### config.mk
export PLATFORM = sky130hd
export DESIGN_NAME = regfile_wb
export DESIGN_NICKNAME = d
export VERILOG_FILES = /design/src/rtl/regfile_wb.sv
export SDC_FILE = /design/constraint.sdc
export NUM_CORES = 2
export LEC_CHECK = 0
export CORE_ASPECT_RATIO = 1.4
export CORE_MARGIN = 5
export CORE_UTILIZATION = 50
export DETAILED_ROUTE_END_ITERATION = 10
export PLACE_DENSITY_LB_ADDON = 0.15
export SETUP_SLACK_MARGIN = 0.1
export SLEW_MARGIN = 20
export SYNTH_ARGS = -nofsm -noshare
export SYNTH_HDL_FRONTEND = slang
export SYNTH_SLANG_ARGS = --single-unit
export TNS_END_PERCENT = 50
### constraint.sdc
create_clock -name clk -period 13.1 [get_ports clk]
set_input_delay 3.93 -clock clk [delete_from_list [all_inputs] [get_ports clk]]
set_output_delay 3.93 -clock clk [all_outputs]
set_load 0.05 [all_outputs]
### src/rtl/regfile_wb.sv
// regfile_wb: write-back register file for the single-cycle CPU.
// 2^AW registers of DW bits. Writes are synchronous with byte-lane enables.
// Two combinational read ports with optional same-cycle write forwarding.
// Register 0 always reads as zero and is never written.
module regfile_wb #(
   parameter int DW     = 32,
   parameter int AW     = 5,
   parameter int BYPASS = 1
) (
   input  logic                clk,
   input  logic                rst_n,
   input  logic                we,
   input  logic [AW-1:0]       waddr,
   input  logic [DW-1:0]       wdata,
   input  logic [DW/8-1:0]     wbe,
   input  logic [AW-1:0]       ra1,
   input  logic [AW-1:0]       ra2,
   output logic [DW-1:0]       rd1,
   output logic [DW-1:0]       rd2,
   output logic [(2**AW)-1:0]  wsel,
   output logic [15:0]         wcnt
);

   localparam int NREG = 2**AW;
   localparam int NB   = DW/8;

   logic [DW-1:0]   regs [NREG];
   logic [DW-1:0]   laneMask;
   logic [NREG-1:0] wenOnehot;
   logic [NREG-1:0] commitVec;
   logic            commit;
   logic            bypassHit1;
   logic            bypassHit2;
   logic [DW-1:0]   merged1;
   logic [DW-1:0]   merged2;

   // Expand the byte enables into a bit mask covering each 8-bit lane
   always_comb begin
      laneMask = '0;
      for (int i = 0; i < NB; i++) begin
         laneMask[8*i +: 8] = {8{wbe[i]}};
      end
   end

   // One-hot destination decode; register 0 can never be selected
   always_comb begin
      wenOnehot = '0;
      for (int k = 1; k < NREG; k++) begin
         wenOnehot[k] = we && (waddr == AW'(k));
      end
   end

   // A write only counts as committed if at least one lane is enabled
   always_comb begin
      commitVec = wenOnehot & {NREG{|wbe}};
      commit    = |commitVec;
   end

   // Register storage: reset clears everything, otherwise merge enabled lanes
   always_ff @(posedge clk) begin
      if (!rst_n) begin
         for (int k = 0; k < NREG; k++) begin
            regs[k] <= '0;
         end
      end else begin
         for (int k = 1; k < NREG; k++) begin
            if (wenOnehot[k]) begin
               regs[k] <= (regs[k] & ~laneMask) | (wdata & laneMask);
            end
         end
      end
   end

   // Last-commit one-hot and wrapping commit counter
   always_ff @(posedge clk) begin
      if (!rst_n) begin
         wsel <= '0;
         wcnt <= '0;
      end else begin
         wsel <= commitVec;
         if (commit) begin
            wcnt <= wcnt + 16'd1;
         end
      end
   end

   // Forwarding detection and merged value for both read ports
   always_comb begin
      bypassHit1 = (BYPASS != 0) && rst_n && we && (waddr == ra1);
      bypassHit2 = (BYPASS != 0) && rst_n && we && (waddr == ra2);
      merged1    = (regs[ra1] & ~laneMask) | (wdata & laneMask);
      merged2    = (regs[ra2] & ~laneMask) | (wdata & laneMask);
   end

   // Read port 1: zero register, forwarded write, or stored value
   always_comb begin
      rd1 = '0;
      if (ra1 != '0) begin
         rd1 = bypassHit1 ? merged1 : regs[ra1];
      end
   end

   // Read port 2: same selection as port 1, fully independent
   always_comb begin
      rd2 = '0;
      if (ra2 != '0) begin
         rd2 = bypassHit2 ? merged2 : regs[ra2];
      end
   end

endmodule

==> flow_metrics.env <==
export IMPL_status="completed"
export IMPL_gr_total_overflow=0
export IMPL_cts_root_buf="clkbuf_16"
export IMPL_path_clk_slew_ns=0.06
export IMPL_drv_slew=0
export IMPL_dpl_hpwl_mm=127
export IMPL_power_density_nw_per_um2=124
export IMPL_path_class="in2out"
export IMPL_synth_area_um2=60700
export IMPL_fp_dieH_um=422
export IMPL_min_period_over_period=0.906
export IMPL_synth_top_family_by_area="multiplexers"
export IMPL_cpPeakStageDelay_ns=1.03
export IMPL_place_congestion=0.875
export IMPL_wl_per_cell_um=32.5
export IMPL_synth_edf_count=992
export IMPL_clkLatencyLatePin_ns=0.73
export IMPL_cts_tree="yes"
export IMPL_hold_path_class="reg2reg"
export IMPL_setup_viol=0
export IMPL_syn2layout_area_growth_pct=10.5
export IMPL_ant_nets=0
export IMPL_ios=166
export IMPL_fp_coreArea_um2=121000
export IMPL_grt_pass1_wl_mm=304
export IMPL_post_synth_and_or_nand_nor_area_fraction=0.136
export IMPL_synthAdderAreaFrac=0.000206
export IMPL_fin_crit_ns=11.87
export IMPL_grt_max_degree=164
export IMPL_wirelength_mm=212
export IMPL_seqCellArea_um2=30700
export IMPL_synth_mux_area_fraction=0.200
export IMPL_drt_vias_per_instance=6.80
export IMPL_drt_iter0_drc=6290
export IMPL_synth_compound_gate_area_share=0.115
export IMPL_cts_buffers=106
export IMPL_grt_pass1_vias=43601
export IMPL_fillers=10334
export IMPL_rsz0062_at_grt="false"
export IMPL_cts_setup_buffers=0
export IMPL_die_area_um2=129000
export IMPL_die_x_um=305
export IMPL_antenna_found_initial=10
export IMPL_synthesis_nets=5004
export IMPL_worst_path_max_delay_cell="nor2b_4"
export IMPL_slew_headroom=0.178
export IMPL_finClkSkew_ns=0.0189
export IMPL_ys_ff_latch=1039
export IMPL_critPathLaunchType="primary input"
export IMPL_dr_total_vias=44330
export IMPL_fmax_mhz=84.2
export IMPL_clock_sinks=1039
export IMPL_multiInputGateArea_um2=28100
export IMPL_gr_usage_all_layers=0.316
export IMPL_portBuffers=164
export IMPL_drv_cap=0
export IMPL_seq_area_frac_synth=0.506
export IMPL_drive_above_1_share=0.183
export IMPL_htree_levels=3
export IMPL_synth_cell_types=55
export IMPL_drc=0
export IMPL_crit_arrival_ns=7.94
export IMPL_ir_drop_mv=0.103
export IMPL_crit_path_end_kind="output pin"
export IMPL_hold_violations=0
export IMPL_worstPathCellList="buf_8 > nor2b_4 > buf_4 > a221o_1 > o21ai_0 > a2111oi_0 > a211o_1 > clkdlybuf4s50_1"
export IMPL_syn_inst=4949
export IMPL_layout_nets=4876
export IMPL_dr_pass1_iters=6
export IMPL_required_ns=9.17
export IMPL_p_leak_nw=22.2
export IMPL_async_flop_share=0
export IMPL_synth_xor_xnor_area_share=0.00332
export IMPL_ys_flop_type="edfxtp_1"
export IMPL_post_route_util=0.555
export IMPL_hold_buffers=0
export IMPL_start_util=0.502
export IMPL_cts_buffer_depth=3
export IMPL_cp_max_fo=76
export IMPL_tightest_slew_ns=1.23
export IMPL_syn_avg_cell_area_um2=12.3
export IMPL_cp_num_buf_inv=3
export IMPL_ys_warn_count=0
export IMPL_finalSetupTns_ns=0
export IMPL_num_rows=151
export IMPL_cts_resized=0
export IMPL_cp_top_family="buffers and inverters"
[worst register-to-register path, stage by stage, from the launching register on]
cell	delay [ns]
dfxtp_1	0.53
o2111ai_1	0.17
buf_4	0.23
nor4_1	0.87
mux2i_1	0.26
[cell usage in the layout (no fill, tap or decap), types with 5 or more instances in the layout]
cell type,Yosys,final
a2111oi_0,6,6
a21oi_1,1008,1008
a221o_1,12,12
a221oi_1,54,54
and3_1,15,15
buf_12,3,9
buf_4,38,120
buf_8,0,5
bufinv_16,0,9
clkbuf_1,376,27
clkbuf_16,0,109
clkbuf_8,0,6
clkdlybuf4s50_1,0,149
clkinv_1,0,25
clkinv_2,0,11
dfxtp_1,47,47
diode_2,0,9
edfxtp_1,992,992
mux2_2,65,65
mux2i_1,114,114
mux4_2,457,457
nand2_1,68,30
nand2_2,0,38
nand2b_1,1006,1000
nand2b_2,0,6
nand3_1,38,35
nand4_1,5,5
nor2_1,151,151
nor2b_1,9,7
nor3_1,56,56
nor4_1,49,48
o21ai_0,90,59
o21ai_4,0,31
o22ai_1,101,101
or4_1,7,5
xnor2_1,10,10
xor2_1,13,13
[per-layer routing]
| metal | GRT usage | wire [um] | vias up |
|---|---|---|---|
| li1 | - | - | 18656 |
| met1 | 0.400 | 77000 | 22584 |
| met2 | 0.529 | 104000 | 2519 |
| met3 | 0.0622 | 19500 | 567 |
| met4 | 0.148 | 11300 | 4 |
| met5 | 0 | 26 | - |
[state kept, by name, indices dropped and copies added, names as in the netlist]
register  flops
regs        992
wsel         31
wcnt         16
[power breakdown]
group / switching (mW) / internal [mW] / total, mW
clock network: 1.36 / 1.73 / 3.10
logic: 0.803 / 0.506 / 1.31
registers: 0.122 / 3.83 / 3.95
[synth_stat cells, drive strengths merged, types with 7 or more instances]
library cell,instances,area share
nor2,151,0.0093
nor2b,9,0.00093
nor4,51,0.0057
a21oi,1008,0.083
buf,152,0.015
xnor2,10,0.0014
nor3,56,0.0046
dfxtp,47,0.015
edfxtp,992,0.49
o21ai,91,0.0075
nand2b,1006,0.10
o22ai,101,0.010
nand2,68,0.0042
mux2i,114,0.019
xor2,13,0.0019
or4,7,0.00087
mux2,65,0.012
a221o,12,0.0020
mux4,457,0.17
a221oi,54,0.0078
nand3,39,0.0033
and3,15,0.0015
clkbuf,377,0.023
[per-stage QoR]
stage | hold WS, ns | power (mW) | cells | setup WS (ns) | cell area, um^2
after floorplan | 0.615 | 4.85 | 4949 | 3.20 | 60700
after global placement | 0.507 | 5.28 | 6316 | 1.28 | 63500
after detailed placement | 0.538 | 5.30 | 6319 | 1.34 | 63600
after CTS | 0.552 | 8.36 | 6513 | 1.26 | 67000
after global routing | 0.588 | 8.58 | 6514 | 1.14 | 67100
final | 0.541 | 8.35 | 6522 | 1.23 | 67100
[logic make-up after synthesis]
logic type,count (synthesis)
buffers and inverters,534
muxes,636
DFF,1039
adders and majority gates,1
AOI/OAI and AO/OA,1294
other,1
and+or+nand+nor,1421
xor gates and xnor gates,23
[cell type report]
cell class	count	area share
Timing Repair Buffer	293	0.0412
Multi-Input combinational cell	3376	0.419
Sequential cell	1039	0.458
Tap cell	1606	0.0299
Clock buffer	142	0.0434
Antenna cell	9	0.000336
Clock inverter	52	0.00744
Inverter	5	0.000392
[final timing paths]
kind	from	endpoint	slack, ns	depth (start not counted)
setup / recovery	ra1[1]	rd1[14]	1.23	8
hold / removal	wcnt[4]	wcnt[4]	0.54	2
hold reg to reg	wcnt[4]	wcnt[4]	0.54	2
setup reg to reg	wcnt[5]	wcnt[15]	10.98	4
No activity file was read; power rests on OpenSTA's default activity.
